$ cat src/rtl/instr_fetch_unit_if.sv
// rtl/instr_fetch_unit_if.sv - instruction memory req/gnt + rvalid bus
interface instr_fetch_unit_if #(
  parameter int PC_WIDTH = 32
);
  logic                imem_req;
  logic [PC_WIDTH-1:0] imem_addr;
  logic                imem_gnt;
  logic                imem_rvalid;
  logic [31:0]         imem_rdata;

  modport master (
    output imem_req,
    output imem_addr,
    input  imem_gnt,
    input  imem_rvalid,
    input  imem_rdata
  );

  modport slave (
    input  imem_req,
    input  imem_addr,
    output imem_gnt,
    output imem_rvalid,
    output imem_rdata
  );
endinterface

$ cat src/rtl/instr_fetch_unit.sv
// rtl/instr_fetch_unit.sv - PC owner and single-outstanding instruction fetcher
module instr_fetch_unit #(
  parameter int                  PC_WIDTH = 32,
  parameter logic [PC_WIDTH-1:0] RESET_PC = '0
) (
  input  logic                clk,
  input  logic                rstN,
  input  logic                start,
  input  logic                stall,
  input  logic                redirect,
  input  logic [PC_WIDTH-1:0] redirect_pc,
  input  logic                flush,
  input  logic [PC_WIDTH-1:0] flush_pc,
  input  logic                end_process,
  input  logic                error_in,
  instr_fetch_unit_if.master  imem,
  output logic [31:0]         instr,
  output logic [6:0]          opCode,
  output logic [PC_WIDTH-1:0] pc,
  output logic                instr_valid,
  output logic                halted,
  output logic                fetch_error
);

  typedef enum logic [2:0] {
    S_IDLE,
    S_REQ,
    S_WAIT,
    S_VALID,
    S_HALT
  } state_e;

  state_e              state_q, state_d;
  logic [PC_WIDTH-1:0] pc_q, pc_d;
  logic [31:0]         instr_q, instr_d;
  logic                squash_q, squash_d;
  logic                ferr_q, ferr_d;
  logic [PC_WIDTH-1:0] next_pc;

  function automatic logic misaligned(input logic [PC_WIDTH-1:0] a);
    return a[1:0] != 2'b00;
  endfunction

  always_ff @(posedge clk) begin
    if (!rstN) begin
      state_q  <= S_IDLE;
      pc_q     <= RESET_PC;
      instr_q  <= '0;
      squash_q <= 1'b0;
      ferr_q   <= 1'b0;
    end else begin
      state_q  <= state_d;
      pc_q     <= pc_d;
      instr_q  <= instr_d;
      squash_q <= squash_d;
      ferr_q   <= ferr_d;
    end
  end

  assign next_pc = redirect ? redirect_pc : pc_q + PC_WIDTH'(4);

  always_comb begin
    state_d  = state_q;
    pc_d     = pc_q;
    instr_d  = instr_q;
    squash_d = squash_q;
    ferr_d   = ferr_q;
    case (state_q)
      S_IDLE, S_HALT: begin
        // flush is deliberately ignored while stopped
        if (start) begin
          pc_d     = RESET_PC;
          ferr_d   = 1'b0;
          squash_d = 1'b0;
          state_d  = S_REQ;
        end
      end
      S_REQ: begin
        if (flush) begin
          pc_d = flush_pc;
          if (misaligned(flush_pc)) begin
            ferr_d   = 1'b1;
            squash_d = 1'b0;
            state_d  = S_HALT;
          end else if (imem.imem_gnt) begin
            // the granted fetch was for the old address
            squash_d = 1'b1;
            state_d  = S_WAIT;
          end
        end else if (imem.imem_gnt) begin
          state_d = S_WAIT;
        end
      end
      S_WAIT: begin
        if (flush) begin
          pc_d = flush_pc;
          if (misaligned(flush_pc)) begin
            ferr_d   = 1'b1;
            squash_d = 1'b0;
            state_d  = S_HALT;
          end else if (imem.imem_rvalid) begin
            squash_d = 1'b0;
            state_d  = S_REQ;
          end else begin
            squash_d = 1'b1;
          end
        end else if (imem.imem_rvalid) begin
          if (squash_q) begin
            squash_d = 1'b0;
            state_d  = S_REQ;
          end else begin
            instr_d = imem.imem_rdata;
            state_d = S_VALID;
          end
        end
      end
      S_VALID: begin
        if (flush) begin
          instr_d = '0;
          pc_d    = flush_pc;
          if (misaligned(flush_pc)) begin
            ferr_d  = 1'b1;
            state_d = S_HALT;
          end else begin
            state_d = S_REQ;
          end
        end else if (error_in) begin
          ferr_d  = 1'b1;
          state_d = S_HALT;
        end else if (end_process) begin
          state_d = S_HALT;
        end else if (!stall) begin
          pc_d = next_pc;
          if (redirect && misaligned(redirect_pc)) begin
            ferr_d  = 1'b1;
            state_d = S_HALT;
          end else begin
            state_d = S_REQ;
          end
        end
      end
      default: state_d = S_IDLE;
    endcase
  end

  assign imem.imem_req  = (state_q == S_REQ);
  assign imem.imem_addr = pc_q;
  assign instr          = instr_q;
  assign opCode         = instr_q[6:0];
  assign pc             = pc_q;
  assign instr_valid    = (state_q == S_VALID);
  assign halted         = (state_q == S_HALT);
  assign fetch_error    = ferr_q;

endmodule

$ cat src/flat_wrapper.sv
// flat-port wrapper written by rule: the top's interface ports become plain ports
module instr_fetch_unit_flat 
#(
  parameter int                  PC_WIDTH = 32,
  parameter logic [PC_WIDTH-1:0] RESET_PC = '0
)
  (clk, rstN, start, stall, redirect, redirect_pc, flush, flush_pc, end_process, error_in, instr, opCode, pc, instr_valid, halted, fetch_error, imem_imem_req, imem_imem_addr, imem_imem_gnt, imem_imem_rvalid, imem_imem_rdata);
  instr_fetch_unit_if #(.PC_WIDTH(PC_WIDTH)) imem_i ();
  input  logic clk;
  input  logic rstN;
  input  logic start;
  input  logic stall;
  input  logic redirect;
  input  logic [PC_WIDTH-1:0] redirect_pc;
  input  logic flush;
  input  logic [PC_WIDTH-1:0] flush_pc;
  input  logic end_process;
  input  logic error_in;
  output logic [31:0] instr;
  output logic [6:0] opCode;
  output logic [PC_WIDTH-1:0] pc;
  output logic instr_valid;
  output logic halted;
  output logic fetch_error;
  output wire logic [$bits(imem_i.imem_req)-1:0] imem_imem_req;
  output wire logic [$bits(imem_i.imem_addr)-1:0] imem_imem_addr;
  input wire logic [$bits(imem_i.imem_gnt)-1:0] imem_imem_gnt;
  input wire logic [$bits(imem_i.imem_rvalid)-1:0] imem_imem_rvalid;
  input wire logic [$bits(imem_i.imem_rdata)-1:0] imem_imem_rdata;
  assign imem_imem_req = imem_i.imem_req;
  assign imem_imem_addr = imem_i.imem_addr;
  assign imem_i.imem_gnt = imem_imem_gnt;
  assign imem_i.imem_rvalid = imem_imem_rvalid;
  assign imem_i.imem_rdata = imem_imem_rdata;
  instr_fetch_unit #(.PC_WIDTH(PC_WIDTH), .RESET_PC(RESET_PC)) u_core (.clk(clk), .rstN(rstN), .start(start), .stall(stall), .redirect(redirect), .redirect_pc(redirect_pc), .flush(flush), .flush_pc(flush_pc), .end_process(end_process), .error_in(error_in), .imem(imem_i), .instr(instr), .opCode(opCode), .pc(pc), .instr_valid(instr_valid), .halted(halted), .fetch_error(fetch_error));
endmodule
$ cat config.mk
export PLATFORM = sky130hd
export DESIGN_NAME = instr_fetch_unit_flat
export DESIGN_NICKNAME = d
export VERILOG_FILES = /design/src/rtl/instr_fetch_unit_if.sv /design/src/rtl/instr_fetch_unit.sv /design/src/flat_wrapper.sv
export SDC_FILE = /design/constraint.sdc
export NUM_CORES = 1
export LEC_CHECK = 0
export ABC_AREA = 0
export BUFFER_PORTS_ARGS = -buffer_cell sky130_fd_sc_hd__buf_4
export CAP_MARGIN = 20
export CORE_ASPECT_RATIO = 1.1
export CORE_MARGIN = 10
export CORE_UTILIZATION = 43
export DETAILED_ROUTE_END_ITERATION = 16
export PLACE_DENSITY = 0.78
export SLEW_MARGIN = 20
export SYNTH_ARGS = -nofsm -noshare
export SYNTH_HDL_FRONTEND = slang
export SYNTH_SLANG_ARGS = --single-unit
export TNS_END_PERCENT = 50
$ cat constraint.sdc
create_clock -name clk -period 1.9 [get_ports clk]
set_input_delay 0.19 -clock clk [delete_from_list [all_inputs] [get_ports clk]]
set_output_delay 0.19 -clock clk [all_outputs]
set_load 0.05 [all_outputs]
Word-level counts from Yosys, hierarchy flattened
Index checks and enable logic that the tools add are counted.
{ "totals": {"wordCells": 87, "inputBits": 106, "register_bits": 69} }
{ "op_classes": {"muxes": 46, "reduce_logical": 14, "eq_ne": 21, "n_addsub": 1} }
{ "ops": {"columns": ["cell", "count"], "rows": [
  ["$mux W32", 11],
  ["$pmux W32 S3", 1],
  ["$pmux W32 S2", 1],
  ["$mux W3", 14],
  ["$add A32 B3 Y32 const B", 1],
  ["$mux W1", 15],
  ["$ne A2 B2 Y1 const B", 6],
  ["$ne A3 B3 Y1 const B", 4],
  ["$pmux W3 S4", 1],
  ["$reduce_and A6 Y1", 2],
  ["$reduce_and A5 Y1", 2],
  ["$ne A4 B4 Y1 const B", 2],
  ["$eq A3 B2 Y1 const B", 2],
  ["$pmux W1 S3", 2],
  ["$reduce_bool A2 Y1", 3],
  ["$reduce_bool A3 Y1", 2],
  ["$ne A5 B5 Y1 const B", 1],
  ["$ne A4 B3 Y1 const B", 1],
  ["$reduce_and A4 Y1", 1],
  ["$reduce_or A2 Y1", 2],
  ["$eq A3 B1 Y1 const B", 1],
  ["$eq A3 B3 Y1 const B", 1],
  ["$logic_not A3 Y1", 1],
  ["$ne A3 B1 Y1 const B", 1],
  ["other kinds (4)", 4]
]} }

Logic depth before layout (Yosys ltp)
{ "depth": {"depth_word": 8, "mapped_depth": 8, "depth_no_buf": 6} }

Least setup slack after synthesis
OpenSTA, ideal clock, no wires.
{ "synth_timing": {"path_type": "register to register", "from": "reg u_core.pc_q[7], in the netlist u_core.imem.imem_addr[7]", "to": "reg u_core.pc_q[27], in the netlist u_core.imem.imem_addr[27]", "path_slack_ns": -0.519, "arrival_ns": 2.302, "t_required_ns": 1.783, "n_path_buf": 1, "path_stages_with_launch": 7, "path_cell_list": "dfxtp_1 -> buf_2 -> nand4_2 -> nor4_4 -> and4_1 -> mux2_2 -> a32o_1"} }
{ "synth_between": {"elab_chain_cells": 7} }
{ "synth_rtl": {"columns": ["element", "line", "rtl"], "rows": [
  ["start, declared", "instr_fetch_unit.sv:34", "logic [PC_WIDTH-1:0] pc_q, pc_d;"],
  ["start signal, assigned", "instr_fetch_unit.sv:53", "pc_q <= pc_d;"],
  ["$add A32 B3 Y32", "instr_fetch_unit.sv:60", "assign next_pc = redirect ? redirect_pc : pc_q + PC_WIDTH'(4);"],
  ["$mux W32", "instr_fetch_unit.sv:60", null],
  ["$mux W32", "instr_fetch_unit.sv:132", "end else if (!stall) begin"],
  ["$mux W32", "instr_fetch_unit.sv:130", "end else if (end_process) begin"],
  ["$mux W32", "instr_fetch_unit.sv:127", "end else if (error_in) begin"],
  ["$mux W32", "instr_fetch_unit.sv:118", "if (flush) begin"],
  ["$pmux W32 S3", "instr_fetch_unit.sv:68", "case (state_q)"]
]} }
Every way passes these cells. The select of a mux whose other input is x is not followed.
A chain may end at the register's enable or synchronous reset.

Worst setup path after layout
{ "layout_timing": {"from": "reg u_core.state_q[0]", "to": "reg u_core.pc_q[31], in the netlist u_core.imem.imem_addr[31]"} }
{ "layout_between": {"elab_chain_cells": 4, "word_cells_on_any_way": 15, "cone_classes": "9 x eq/ne; 1 x mux; 5 x reduce/logical"} }
{ "layout_rtl": {"columns": ["element", "line", "rtl"], "rows": [
  ["start, declared", "instr_fetch_unit.sv:33", "state_e state_q, state_d;"],
  ["start signal, assigned", "instr_fetch_unit.sv:52", "state_q <= state_d;"],
  ["$eq A3 B3 Y1, or another cell as far along", "instr_fetch_unit.sv:68", null],
  ["$reduce_or A2 Y1, on equally long branches", null, null],
  ["$ne A2 B2 Y1 (no source line), or another cell as far along", null, null],
  ["$reduce_and A6 Y1 (no source line)", null, null]
]} }
Parallel ways exist; a longest one is shown, timed or not.

==> reports/qor.txt <==
VDD IR max = 0.4735 mV
leakage power = 2.897 nW
root buffer cell = clkbuf_16
multi-input logic area = 2668 um2
IO Pins = 213
largest net degree at the start of global routing = 40
die height = 127.2 um
TritonCTS clock tree = done
Antenna Nets Post-Route = 0
dpl hpwl = 13.74 mm
1st-pass router iterations = 5
CP Launch Point = u_core.state_q[0]
final worst slack = 0.06695 ns
Vias = 5400
# DRC = 0
Worst setup EP type = register
CTS HTree Levels = 3
EDFF count, synth = 0
synth warn = 0
final core occ = 65.63%
CTS Sinks = 69
RSZ-0062 raised after global routing = yes
post-synthesis cell type count = 72
Synth Cell Area = 4494 um2
Core Area = 10300 um2
Worst Tran Pin Value = 0.4135 ns
R2R depth = 6
worst min-delay path class = in2reg
DR iter-0 viols = 526
number of buffers created by CTS = 9
Port Buffers = 212
wire per inst = 19.19 um
R2R Path Start = u_core.state_q[0]
status = completed
syn_nets = 693
Global Route Usage Sum = 22.40%
vias in the first global route = 5391
FILL cells = 884
Highest Clock Rate = 0.5455 GHz
Final Skew = 0.007698 ns
Area growth, synth to finish = 50.36%
grt ovf = 0
Max Buffers Root-to-Sink = 2
#FFs+latches synth = 69
total wire length = 17.92 mm
ys flop type = dfxtp_1
HP Start = imem_imem_rdata[9]
Place WS = -0.05000 ns
die area = 14950 um2
Pwr Density = 740.3 nW/um2
diode count = 0
worst r2r dst = u_core.imem.imem_addr[31]
Worst Path Max Fanout = 10
Max Cap Viol = 0
starting density of the core = 43.65%
Post-synth ARST share = 0%
Required @ worst endpoint = 2.12 ns
Avg Synthesized Cell Area = 7.669 um2
Slew headroom = 72.44%
CP Capture Point = u_core.imem.imem_addr[31]
Final Wtd Congestion = 0.8863
initial antenna violation count = 0
class of the most critical setup path = reg2reg
Reg area = 1456 um2
first-pass GRT wire length = 27.94 mm
fin crit share = 96.48%
sequential share of the synthesized area = 30.73%
DR vias/cell = 5.782
Fin. Hold Viols = 0
Fin Setup TNS = 0 ns
share of post-route cells with drive strength above 1 = 43.74%
Final Critical Period = 1.833 ns
max-slew violations = 0
die width = 117.5 um
Final #Nets = 893
crit path DAT = 2.06 ns
CP Launch Type = register
synthesized instance count = 586
flop2flop setup slack = 0.07 ns
Clk Latency, worst-skew pair = 0.33 ns
row count = 39
Setup violations, final = 0
Worst-path clk slew = 0.06 ns
-- layout make-up --
| class | instances | share of cell area (%) |
|---|---|---|
| tap | 143 | 2.648 |
| multi-input combinational | 423 | 39.47 |
| clock buffer | 11 | 3.907 |
| sequential | 69 | 21.55 |
| inverter | 9 | 0.4999 |
| timing repair buffer | 274 | 31.11 |
| clock inverter | 5 | 0.8147 |
-- metrics by stage --
stage,cell area [um2],hold WS [ns],std cells,power (mW)
2_1_floorplan,4607,0.3322,586,2.645
3_3_place_gp,6372,0.4356,915,3.210
3_5_place_dp,6372,0.4440,915,3.236
4_1_cts,6696,0.09648,931,5.022
5_1_grt,6758,0.1090,934,5.210
6_report,6758,0.1094,934,5.003
-- power breakdown --
group | total, mW | internal [mW] | leakage, nW | switching [mW]
registers | 1.62 | 1.53 | 0.576 | 0.0940
logic | 1.60 | 0.601 | 2.16 | 1.00
clock network | 1.78 | 1.13 | 0.161 | 0.646
total | 5.00 | 3.26 | 2.90 | 1.74
-- cells in the mapped netlist (2+ instances only) --
master    number  area [um2]
dfxtp_1       69        1381
nor2_1        62       232.7
o21ai_0       61       305.3
nand2_1       47       176.4
buf_4         40       300.3
a22oi_1       39       292.8
clkbuf_1      27       101.4
a21oi_1       26       130.1
nand3_1       17       85.08
buf_2         16       80.08
nor3_1        12       60.06
a211oi_1      10       75.07
and4_1         8       70.07
inv_1          8       30.03
nand4_1        8       50.05
a221oi_1       7       61.31
and3_1         7       43.79
a22o_1         6       52.55
nand2b_1       6       37.54
o221ai_1       6       52.55
and2_1         5       31.28
mux2i_1        5       50.05
nor4_1         5       31.28
o211ai_1       5       37.54
o22ai_1        5       31.28
xor2_1         5       43.79
a31oi_1        4       25.02
a32o_1         4       40.04
nor2b_1        4       25.02
or2_2          4       25.02
or3_1          4       25.02
nor3b_1        3       22.52
xnor2_1        3       26.28
a21o_1         2       15.01
and3b_1        2       17.52
mux2_2         2       22.52
nand4_2        2       25.02
nor3_2         2       20.02
nor4bb_1       2       20.02
o31a_1         2       17.52
o31ai_1        2       15.01
or4_1          2       15.01
-- worst min path at each step --
stage,endpoint,slack [ns],cells past startpoint
2_1_floorplan,u_core.imem.imem_addr[12],0.33,2
3_3_place_gp,u_core.instr[12],0.44,3
3_5_place_dp,u_core.instr[9],0.44,3
4_1_cts,u_core.instr[9],0.1,3
5_1_grt,u_core.instr[24],0.11,3
6_report,u_core.instr[9],0.11,3
-- sequential cells by signal (all words and copies together) (netlist names) --
signal and cells:
u_core.instr 32, u_core.state_q 3, u_core.squash_q 1, u_core.fetch_error 1
u_core.imem.imem_addr 32
-- layout by cell type (no fill, tap or decap), types with 3 or more instances in the layout --
master     count
xor2_1         5
a21oi_1       25
buf_4        269
a31oi_1        4
inv_1          8
nand4_1        8
nor2b_1        4
nor4_1         5
a22o_1         6
or2_2          4
a221oi_1       7
o221ai_1       6
o22ai_1        5
buf_12         3
a211oi_1       9
dfxtp_1       43
o211ai_1       5
nor2_1        61
dfxtp_2        9
nor3_1        12
nand2b_1       5
dfxtp_4       17
and3_1         7
xnor2_1        3
o21ai_0       61
and4_1         6
and2_1         4
mux2i_1        5
a32o_1         4
nand2_1       47
or3_1          4
a22oi_1       39
clkbuf_16     10
nand3_1       17
-- timing repair --
item / in CTS / in global routing
gates resized for setup: 2 / 13
endpoints found under the setup margin: 6 / 24
setup buffers: 0 / 3
hold buffers: 0 / 0
pin swaps: 0 / 3
-- worst max-delay path: stages, from the launching register on --
cell     delay [ns]
dfxtp_2        0.35
maj3_1         0.37
a22oi_2        0.25
buf_4          0.25
nor4b_2        0.08
a221o_1        0.32
o211a_1        0.11
-- metal layers --
metal	vias up	part of all wire [%]	GRT usage, %
met2	311	46	36.59
met1	2524	40	25.92
li1	2533	-	-
met4	0	2.1	8.588
met3	32	12	8.943
met5	-	0	0
-- kinds of logic (layout without fill, tap and decap cells) --
family                     Yosys count  count (layout)  share of synthesized area (%)
DFF                                 69              69                          30.73
muxes                                7               7                          1.615
buffers and inverters               94             299                          11.66
xor gates and xnor gates             8               8                          1.559
AOI/OAI and AO/OA                  196             196                          29.34
and+or+nand+nor                    210             210                          24.58
adders and majority gates            2               2                         0.5011
Power figures use the tool's default switching activity.
